--- config.mk ---
export PLATFORM = sky130hd
export DESIGN_NAME = audio_pwm_mixer
export DESIGN_NICKNAME = d
export VERILOG_FILES = /design/src/rtl/audio_pwm_mixer.sv
export SDC_FILE = /design/constraint.sdc
export NUM_CORES = 1
export LEC_CHECK = 0
export CAP_MARGIN = 10
export CORE_UTILIZATION = 60
export CTS_CLUSTER_SIZE = 20
export DETAILED_ROUTE_END_ITERATION = 12
export PLACE_DENSITY_LB_ADDON = 0.05
export SLEW_MARGIN = 25
export SYNTH_ARGS = -nofsm -noshare
export SYNTH_HDL_FRONTEND = slang
export SYNTH_SLANG_ARGS = --single-unit
--- constraint.sdc ---
create_clock -name wb_clk_i -period 3.8 [get_ports wb_clk_i]
set_clock_uncertainty 0.15 [all_clocks]
set_input_delay 0.57 -clock wb_clk_i [delete_from_list [all_inputs] [get_ports wb_clk_i]]
set_output_delay 0.57 -clock wb_clk_i [all_outputs]
set_load 0.005 [all_outputs]
--- src/rtl/audio_pwm_mixer.sv ---
// Wishbone-mapped multi-channel PWM audio mixer: per-channel sample FIFOs,
// per-frame pop with attenuation, saturating mix and a single PWM output.
module audio_pwm_mixer #(
    parameter int NUM_CH     = 2,
    parameter int SAMPLE_W   = 8,
    parameter int FIFO_DEPTH = 16,
    parameter int DIV_W      = 16,
    parameter int LOW_WATER  = 4
) (
    input  logic        wb_clk_i,
    input  logic        wb_rst_ni,
    input  logic        wb_cyc_i,
    input  logic        wb_stb_i,
    input  logic        wb_we_i,
    input  logic [7:0]  wb_adr_i,
    input  logic [31:0] wb_dat_i,
    output logic [31:0] wb_dat_o,
    output logic        wb_ack_o,
    output logic        aud_pwm,
    output logic        aud_sd,
    output logic        irq_o
);
    localparam int AW = $clog2(FIFO_DEPTH);
    localparam int SW = SAMPLE_W;
    localparam logic [SW-1:0]        MID      = SW'(1 << (SW - 1));
    localparam logic signed [SW+2:0] MID_S    = (SW+3)'(1 << (SW - 1));
    localparam logic signed [SW+2:0] NEG_LIM  = -MID_S;
    localparam logic signed [SW+2:0] POS_LIM  = MID_S - 1;
    localparam logic [AW:0]          FULL_CNT = (AW+1)'(FIFO_DEPTH);
    localparam logic [AW:0]          LOW_CNT  = (AW+1)'(LOW_WATER);

    logic                 ack, en, irq_en, mix_pending, pwm_q, irq_q;
    logic [NUM_CH-1:0]    ch_mask, underrun, overflow, empty, full, low;
    logic [NUM_CH-1:0]    push_ok, pop_ok, overflow_set, underrun_set;
    logic [NUM_CH-1:0]    clr_under, clr_over;
    logic [DIV_W-1:0]     prescale, pres;
    logic [3*NUM_CH-1:0]  vol;
    logic [SW-1:0]        cnt, duty, mix_reg, mix_next;
    logic [SW-1:0]        samp_q [NUM_CH];
    logic [SW-1:0]        mem [NUM_CH][FIFO_DEPTH];
    logic [AW-1:0]        rd_ptr [NUM_CH];
    logic [AW-1:0]        wr_ptr [NUM_CH];
    logic [AW:0]          count [NUM_CH];
    logic [3:0]           widx;
    logic                 wr, wr_ctrl, wr_status, flush, tick, boundary;
    logic signed [SW+2:0] sum, term;
    logic [31:0]          rdata;
    logic                 unused_bits;

    assign widx      = wb_adr_i[5:2];
    assign wr        = ack & wb_we_i;
    assign wr_ctrl   = wr && (widx == 4'd0);
    assign wr_status = wr && (widx == 4'd2);
    assign flush     = wr_ctrl & wb_dat_i[31];
    assign tick      = en && (pres == prescale);
    assign boundary  = tick && (cnt == {SW{1'b1}});
    assign clr_under = wr_status ? wb_dat_i[16 +: NUM_CH] : '0;
    assign clr_over  = wr_status ? wb_dat_i[24 +: NUM_CH] : '0;
    assign unused_bits = ^{wb_adr_i[7:6], wb_adr_i[1:0], wb_dat_i};

    assign wb_ack_o = ack;
    assign wb_dat_o = rdata;
    assign aud_pwm  = pwm_q;
    assign aud_sd   = en;
    assign irq_o    = irq_q;

    always_comb begin
        empty        = '0;
        full         = '0;
        low          = '0;
        push_ok      = '0;
        pop_ok       = '0;
        overflow_set = '0;
        underrun_set = '0;
        for (int c = 0; c < NUM_CH; c++) begin
            empty[c]        = (count[c] == '0);
            full[c]         = (count[c] == FULL_CNT);
            low[c]          = (count[c] <= LOW_CNT);
            push_ok[c]      = wr && (widx == 4'(4 + c)) && !full[c] && !flush;
            overflow_set[c] = wr && (widx == 4'(4 + c)) && full[c];
            pop_ok[c]       = boundary && ch_mask[c] && !empty[c] && !flush;
            underrun_set[c] = boundary && ch_mask[c] && empty[c];
        end
    end

    // Centre each latched sample, attenuate, sum wide, then clamp before re-biasing.
    always_comb begin
        sum  = '0;
        term = '0;
        for (int c = 0; c < NUM_CH; c++) begin
            term = $signed({3'b000, samp_q[c]}) - MID_S;
            term = term >>> vol[3*c +: 3];
            sum  = sum + term;
        end
        if (sum > POS_LIM)
            mix_next = '1;
        else if (sum < NEG_LIM)
            mix_next = '0;
        else
            mix_next = SW'(sum + MID_S);
    end

    always_comb begin
        rdata = '0;
        case (widx)
            4'd0: begin
                rdata[0]            = en;
                rdata[8 +: NUM_CH]  = ch_mask;
                rdata[16]           = irq_en;
            end
            4'd1: rdata[DIV_W-1:0] = prescale;
            4'd2: begin
                rdata[0 +: NUM_CH]  = empty;
                rdata[8 +: NUM_CH]  = full;
                rdata[16 +: NUM_CH] = underrun;
                rdata[24 +: NUM_CH] = overflow;
            end
            4'd3: rdata[3*NUM_CH-1:0] = vol;
            default: ;
        endcase
    end

    always_ff @(posedge wb_clk_i) begin
        for (int c = 0; c < NUM_CH; c++)
            if (push_ok[c])
                mem[c][wr_ptr[c]] <= wb_dat_i[SW-1:0];
    end

    always_ff @(posedge wb_clk_i or negedge wb_rst_ni) begin
        if (!wb_rst_ni) begin
            ack         <= 1'b0;
            en          <= 1'b0;
            irq_en      <= 1'b0;
            ch_mask     <= '0;
            prescale    <= '0;
            vol         <= '0;
            underrun    <= '0;
            overflow    <= '0;
            pres        <= '0;
            cnt         <= '0;
            duty        <= MID;
            mix_reg     <= MID;
            mix_pending <= 1'b0;
            pwm_q       <= 1'b0;
            irq_q       <= 1'b0;
            for (int c = 0; c < NUM_CH; c++) begin
                samp_q[c] <= MID;
                rd_ptr[c] <= '0;
                wr_ptr[c] <= '0;
                count[c]  <= '0;
            end
        end else begin
            ack <= wb_stb_i & wb_cyc_i & ~ack;
            if (wr_ctrl) begin
                en      <= wb_dat_i[0];
                ch_mask <= wb_dat_i[8 +: NUM_CH];
                irq_en  <= wb_dat_i[16];
            end
            if (wr && (widx == 4'd1))
                prescale <= wb_dat_i[DIV_W-1:0];
            if (wr && (widx == 4'd3))
                vol <= wb_dat_i[3*NUM_CH-1:0];
            underrun <= (underrun & ~clr_under) | underrun_set;
            overflow <= (overflow & ~clr_over) | overflow_set;

            // While disabled the frame timing parks at zero with a silent midpoint duty.
            if (!en) begin
                pres <= '0;
                cnt  <= '0;
                duty <= MID;
            end else if (tick) begin
                pres <= '0;
                cnt  <= cnt + 1'b1;
                if (boundary)
                    duty <= mix_reg;
            end else begin
                pres <= pres + 1'b1;
            end

            if (boundary)
                for (int c = 0; c < NUM_CH; c++)
                    samp_q[c] <= pop_ok[c] ? mem[c][rd_ptr[c]] : MID;
            mix_pending <= boundary;
            if (mix_pending)
                mix_reg <= mix_next;

            for (int c = 0; c < NUM_CH; c++) begin
                if (flush) begin
                    rd_ptr[c] <= '0;
                    wr_ptr[c] <= '0;
                    count[c]  <= '0;
                end else begin
                    if (push_ok[c])
                        wr_ptr[c] <= wr_ptr[c] + 1'b1;
                    if (pop_ok[c])
                        rd_ptr[c] <= rd_ptr[c] + 1'b1;
                    if (push_ok[c] && !pop_ok[c])
                        count[c] <= count[c] + 1'b1;
                    else if (pop_ok[c] && !push_ok[c])
                        count[c] <= count[c] - 1'b1;
                end
            end

            pwm_q <= en & (cnt < duty);
            irq_q <= irq_en & (|(ch_mask & low));
        end
    end
endmodule

---- Word-level counts from Yosys, hierarchy flattened ----
Memories as Yosys holds them, arrays and structs flattened.
Cells that the tools add are included.
storage, ports and cells
  memories kept ........................... 1
  logic and storage cells ................. 182
  output and inout bits ................... 36
  register bits after elaboration ......... 116
  ROM bits ................................ 0
  memory bits (writable) .................. 256
  latch bits .............................. 0
  input bits .............................. 45
cells by class
  mux-type cells .......................... 53
  reduce and logical (&&, ||, !) cells .... 49
  divide/modulo/power cells ............... 0
  add/sub/neg operators ................... 14
  order comparisons ....................... 11
  eq/ne operators ......................... 11
  multiply operators ...................... 0
  shift operators ......................... 2
  bitwise operators ....................... 18
memories
  name  words  width  rd ports  clocked after memory_dff  wr ports  RTL line  text
  mem   2      128    2         0                         1         40        logic [SW-1:0] mem [NUM_CH][FIFO_DEPTH];
operator list
  cell                                                                           count
  128-bit 2-to-1 mux                                                             4
  128-bit OR reduction                                                           1
  8-bit 2-to-1 mux                                                               15
  8-bit binary-select mux with 4-bit select                                      2
  8-bit demux with 4-bit select                                                  2
  16-bit 2-to-1 mux                                                              2
  4-bit 2-to-1 mux                                                               8
  5-bit 2-to-1 mux                                                               6
  1-bit logical AND                                                              28
  9-bit by 3-bit >>> shifter with 11-bit output                                  2
  5-bit >= comparator, second input constant                                     4
  4-bit inverter with 5-bit output                                               4
  8-bit by 8-bit subtractor with 9-bit output, second input constant             2
  16-bit by 1-bit adder with 16-bit output, second input constant                1
  4-bit by 1-bit adder with 4-bit output, second input constant                  4
  16-bit == test                                                                 1
  11-bit adder                                                                   1
  11-bit by 8-bit > comparator with 1-bit output, second input constant          1
  11-bit by 8-bit less-than comparator with 1-bit output, second input constant  1
  5-bit by 1-bit adder with 5-bit output, second input constant                  2
  5-bit == test, second input constant                                           2
  5-bit by 3-bit <= comparator with 1-bit output, second input constant          2
  5-bit logical NOT                                                              2
  5-bit by 1-bit less-than comparator with 1-bit output, second input constant   2
  other kinds (28)                                                               59

---- Logic depth before layout (Yosys ltp) ----
  word-level depth ........................ 10
  gate-level depth with buffers ........... 17
  mapped depth without buffers ............ 15

---- Worst setup path before layout ----
No wires, ideal clock.
  path type ............................... input-to-reg
  start point ............................. in wb_adr_i[3]
  end point ............................... reg count[9] (netlist bit)
  stages on the path ...................... 11
  buffers on the path ..................... 2
  setup time .............................. 131 ps
  required time ........................... 3519 ps
  setup slack ............................. 422 ps
  arrival ................................. 3097 ps
  cells stage by stage .................... clkbuf_1 > or4_1 > a21oi_1 > clkbuf_1 > nand2_1 > fa_1 > a21o_1 > a21oi_1 > nand2_1 > o2111ai_1 > nand3_1
between the ends
  cells in the longest elaborated chain, start to end .. 9
  elaborated cells on any way between the ends .. 16
  those cells by class .................... eq/ne (1); mux (2); bitwise (1); reduce/logical (12)
RTL lines
  item                             RTL line  text
  from (decl)                      15        input logic [7:0] wb_adr_i,
  4-bit logical NOT                52        assign wr_ctrl = wr && (widx == 4'd0);
  1-bit logical AND                52
  1-bit AND                        54        assign flush = wr_ctrl & wb_dat_i[31];
  1-bit logical NOT                79, 81
  1-bit logical AND                81        pop_ok[c] = boundary && ch_mask[c] && !empty[c] && !flush;
  1-bit logical NOT                197       if (push_ok[c] && !pop_ok[c])
  1-bit logical AND                197
  5-bit 2-to-1 mux                 197
  5-bit 2-to-1 mux                 188       if (flush) begin
  to (signal, indexed assignment)  198       count[c] <= count[c] + 1'b1;
  to (signal, indexed assignment)  200       count[c] <= count[c] - 1'b1;
  to (decl)                        43        logic [AW:0] count [NUM_CH];
Several ways; a longest one is shown, not always the timed one.
A chain may end at the register's enable or synchronous reset.

---- Final worst setup path ----
  start point ............................. reg vol[1]
  end point ............................... reg mix_reg[5]
between the ends
  cells in the longest elaborated chain, start to end .. 5
  elaborated cells on any way between the ends .. 7
  those cells by class .................... add/sub (2); order compare (2); shift (1); mux (2)
RTL lines
  item                                                                                   RTL line  text
  from (decl)                                                                            37        logic [3*NUM_CH-1:0] vol;
  from (signal assigned)                                                                 162       vol <= wb_dat_i[3*NUM_CH-1:0];
  9-bit by 3-bit >>> shifter with 11-bit output *                                        92        term = term >>> vol[3*c +: 3];
  11-bit adder *                                                                         93        sum = sum + term;
  11-bit by 8-bit less-than comparator with 1-bit output or 8-bit adder (tied branches)  97, 100
  8-bit 2-to-1 mux                                                                       97        else if (sum < NEG_LIM)
  8-bit 2-to-1 mux *                                                                     95        if (sum > POS_LIM)
  to (signal assigned)                                                                   185       mix_reg <= mix_next;
  to (decl)                                                                              38        logic [SW-1:0] cnt, duty, mix_reg, mix_next;
Mark *: on every way between the ends. The rest lies on a longest branch, timed or not.

==> impl_metrics.json <==
{
  "arrival_time_at_the_worst_endpoint_ns": 3.83,
  "nNetsFinal": 1389,
  "synth_adder_area_share": 0.02892,
  "synthesis.yosys.warnings": 0,
  "relSlewSlack": 0.3243,
  "ys_top_cells_by_count": "sky130_fd_sc_hd__edfxtp_1 (256), sky130_fd_sc_hd__dfrtp_1 (112), sky130_fd_sc_hd__nand2_1 (86)",
  "intPower_mw": 7.027,
  "hold-worst-slack_ns": 0.3225,
  "synth_async_sr_flop_share": 0.3118,
  "min-delay-path-class": "register to register",
  "final_critical_path_setup_slack_ns": 0.2278,
  "overall_overflow_remaining_after_global_route": 0,
  "power_switching_mw": 2.317,
  "largest_register_ffs": 256,
  "final_routed_wire_length_divided_by_cell_count_um": 21.43,
  "clock_latency_ns": 0.54,
  "yosys_most_used_dff": "sky130_fd_sc_hd__edfxtp_1",
  "synth-compound-area-share": 0.07587,
  "aggregate_routed_wire_length_mm": 36.60,
  "tritoncts_num_sinks": 372,
  "period_minus_slack_ns": 3.572,
  "clkTransAtPathRegs_ns": 0.06,
  "number_of_synthesized_register_bits": 372,
  "synth_top_family_by_area": "multiplexers",
  "power-per-cell-area_nw_per_um2": 483.8,
  "die_area_um2": 28650,
  "required_arrival_time_at_the_worst_endpoint_ns": 4.06,
  "start_util": 0.6178,
  "power.sequential.fraction": 0.490,
  "placementRows": 60,
  "cts_tree": "built",
  "grt_first_pass_wirelength_mm": 58.28,
  "ant_nets": 0,
  "timing.rr.end": "mix_reg[5]",
  "coreArea_um2": 27180,
  "drive_gt1_frac": 0.1737,
  "max_clock_freq_ghz": 0.2799,
  "vias_per_cell": 6.011,
  "post-synth-top-area-fraction": 0.4579,
  "holdCritStartpoint": "overflow[0]",
  "synth_enable_flop_cells": 256,
  "max-vdd-ir-drop_mv": 0.4228,
  "placement.setup.worst_slack_ns": 0.08539,
  "num_vias": 10266,
  "cp-end-kind": "register",
  "htree_num_levels": 2,
  "reg2reg_depth": 12,
  "largest_net_degree_at_the_start_of_global_routing": 65,
  "synth_seq_area_share": 0.6311,
  "nFillCells": 1851,
  "dieWidth_um": 169.3,
  "post_route_drc": 0,
  "finalMaxSlewViolations": 0,
  "fin_setup_tns_ns": 0,
  "cts_root_buf": "sky130_fd_sc_hd__clkbuf_16",
  "firstDrtPassIters": 7,
  "placer_s_final_routability_congestion_estimate": 0.8837,
  "slew_of_the_pin_with_the_lowest_slew_margin_ns": 1.010,
  "antenna_found_initial": 0,
  "io-pin-count": 81,
  "synthMostInstantiatedCell": "sky130_fd_sc_hd__edfxtp_1",
  "status": "completed",
  "critPathKind": "register to register",
  "height_of_the_die_um": 169.3,
  "synth_simple_gate_area_share": 0.09025,
  "min_delay_worst_endpoint": "overflow[0]",
  "final-setup-viol-count": 0,
  "drt_iter0_drc": 885,
  "min_path_cells": 2,
  "rsz0062_at_grt": "no",
  "synthesis.area_per_instance_um2": 14.05,
  "swShare": 0.2479,
  "share_clk_of_total_power": 0.388,
  "r2r-start": "vol[1]",
  "minimum_setup_slack_among_reg_to_reg_paths_ns": 0.23,
  "place_hpwl_mm": 24.55,
  "crit_path_max_fanout": 8,
  "fin_crit_sh": 0.9401,
  "synth_xor_xnor_area_share": 0.02713,
  "setup.worst_path.start_class": "register",
  "synthMuxAreaShare": 0.1197,
  "cts-buffers-inserted": 39,
  "combPwrFrac": 0.122,
  "post_synth_instance_area_um2": 16790,
  "post-synth-top-area-cell": "sky130_fd_sc_hd__edfxtp_1",
  "port-buffer-count": 53,
  "ys_top_cells_by_area": "sky130_fd_sc_hd__edfxtp_1 (46%), sky130_fd_sc_hd__dfrtp_1 (17%), sky130_fd_sc_hd__mux4_2 (6.0%), sky130_fd_sc_hd__mux2i_1 (3.5%), sky130_fd_sc_hd__ha_1 (2.5%)",
  "diodes": 0,
  "finalHoldViolCount": 0,
  "syn-instance-count": 1195,
  "synth_cell_types": 70,
  "clock_path_buffers": 3,
  "leakage_power_nw": 7.550,
  "layout-area-overhead-vs-synth_pct": 15.04,
  "grt_pass1_vias": 10323,
  "max_cap_violations": 0,
  "gr-usage-all-layers": 0.2674
}
-- layer usage --
metal,up-vias,share of wire,GRT usage
li1,4738,-,-
met1,5142,0.45,0.3846
met2,333,0.47,0.4359
met3,53,0.060,0.03451
met4,0,0.018,0.06894
met5,-,0,0
-- kinds of logic (layout without fill, tap and decap cells) --
family	count (synthesis)	in the layout
DFF	372	372
AOI/OAI and AO/OA	186	186
xor gates and xnor gates	52	52
other	1	12
and+or+nand+nor	306	306
buffers and inverters	101	231
muxes	140	140
adders and majority gates	37	37
-- cell type report --
class / instances / area, um^2 / share of cell area
Multi-Input combinational cell: 733 / 5821 / 0.3014
Tap cell: 372 / 465.4 / 0.02410
Clock inverter: 15 / 141.4 / 0.007321
Sequential cell: 372 / 10600 / 0.5488
Clock buffer: 55 / 1066 / 0.05520
Timing Repair Buffer: 121 / 1069 / 0.05533
Inverter: 40 / 151.4 / 0.007839
-- metrics by stage --
step                      instances  power [mW]  utilization  instance area [um^2]
final                          1708       9.344       0.7107                 19310
after global routing           1708       9.680       0.7107                 19310
after CTS                      1705       9.384       0.7088                 19260
after detailed placement       1634       5.776       0.6640                 18040
after global placement         1634       5.743       0.6642                 18050
after floorplan                1206       5.363            -                 16830
-- power by group through the flow --
stage / logic [mW] / registers [mW] / clock network (mW)
floorplan: 0.782 / 4.58 / 0
global placement: 1.10 / 4.65 / 0
detailed placement: 1.12 / 4.65 / 0
CTS: 1.13 / 4.57 / 3.68
global route: 1.25 / 4.59 / 3.84
finish: 1.14 / 4.57 / 3.63
-- worst max path at each step --
stage	from	slack [ns]	to
floorplan	wb_adr_i[3]	0.42	count[9]
global placement	vol[1]	0.18	mix_reg[6]
detailed placement	vol[1]	0.09	mix_reg[2]
CTS	vol[1]	0.07	mix_reg[5]
global route	pres[11]	0.002	count[9]
finish	vol[1]	0.23	mix_reg[5]
-- repair_timing --
action                                  CTS  global route
endpoints found under the hold margin    50             0
resized for setup                         0            10
endpoints found under the setup margin    0             8
setup buffers                             0             3
hold buffers                              1             0
-- critical path, cell delays in order (launching register included) --
cell and delay, ns:
sky130_fd_sc_hd__dfrtp_2 0.44, sky130_fd_sc_hd__mux2_2 0.36, sky130_fd_sc_hd__o21ai_0 0.21, sky130_fd_sc_hd__o21ai_0 0.14, sky130_fd_sc_hd__ha_1 0.22, sky130_fd_sc_hd__fa_1 0.42
sky130_fd_sc_hd__a21oi_2 0.19, sky130_fd_sc_hd__o211ai_1 0.18, sky130_fd_sc_hd__o21a_1 0.22, sky130_fd_sc_hd__nor4_1 0.25, sky130_fd_sc_hd__a2111oi_0 0.11, sky130_fd_sc_hd__o21a_2 0.28
sky130_fd_sc_hd__a221o_1 0.27
-- cell usage in the layout (no fill, tap or decap), types with 9 or more instances in the layout --
cell type / count
sky130_fd_sc_hd__nand3_1: 30
sky130_fd_sc_hd__o221ai_1: 28
sky130_fd_sc_hd__nor2_1: 68
sky130_fd_sc_hd__and3_1: 9
sky130_fd_sc_hd__nor4_1: 15
sky130_fd_sc_hd__buf_4: 65
sky130_fd_sc_hd__nand2b_1: 12
sky130_fd_sc_hd__inv_1: 37
sky130_fd_sc_hd__ha_1: 34
sky130_fd_sc_hd__a21oi_1: 32
sky130_fd_sc_hd__or3_1: 10
sky130_fd_sc_hd__a22o_1: 17
sky130_fd_sc_hd__o21ai_0: 40
sky130_fd_sc_hd__mux2_2: 36
sky130_fd_sc_hd__mux2i_1: 58
sky130_fd_sc_hd__dfrtp_1: 108
sky130_fd_sc_hd__nor3_1: 17
sky130_fd_sc_hd__o21ai_1: 10
sky130_fd_sc_hd__mux4_2: 45
sky130_fd_sc_hd__conb_1: 12
sky130_fd_sc_hd__clkbuf_1: 13
sky130_fd_sc_hd__and2_1: 23
sky130_fd_sc_hd__edfxtp_1: 256
sky130_fd_sc_hd__clkbuf_16: 39
sky130_fd_sc_hd__a21o_1: 9
sky130_fd_sc_hd__nand4_1: 9
sky130_fd_sc_hd__clkdlybuf4s50_1: 50
sky130_fd_sc_hd__xor2_1: 35
sky130_fd_sc_hd__xnor2_1: 17
sky130_fd_sc_hd__o22ai_1: 9
sky130_fd_sc_hd__nand2_1: 86
Power figures use the tool's default switching activity.
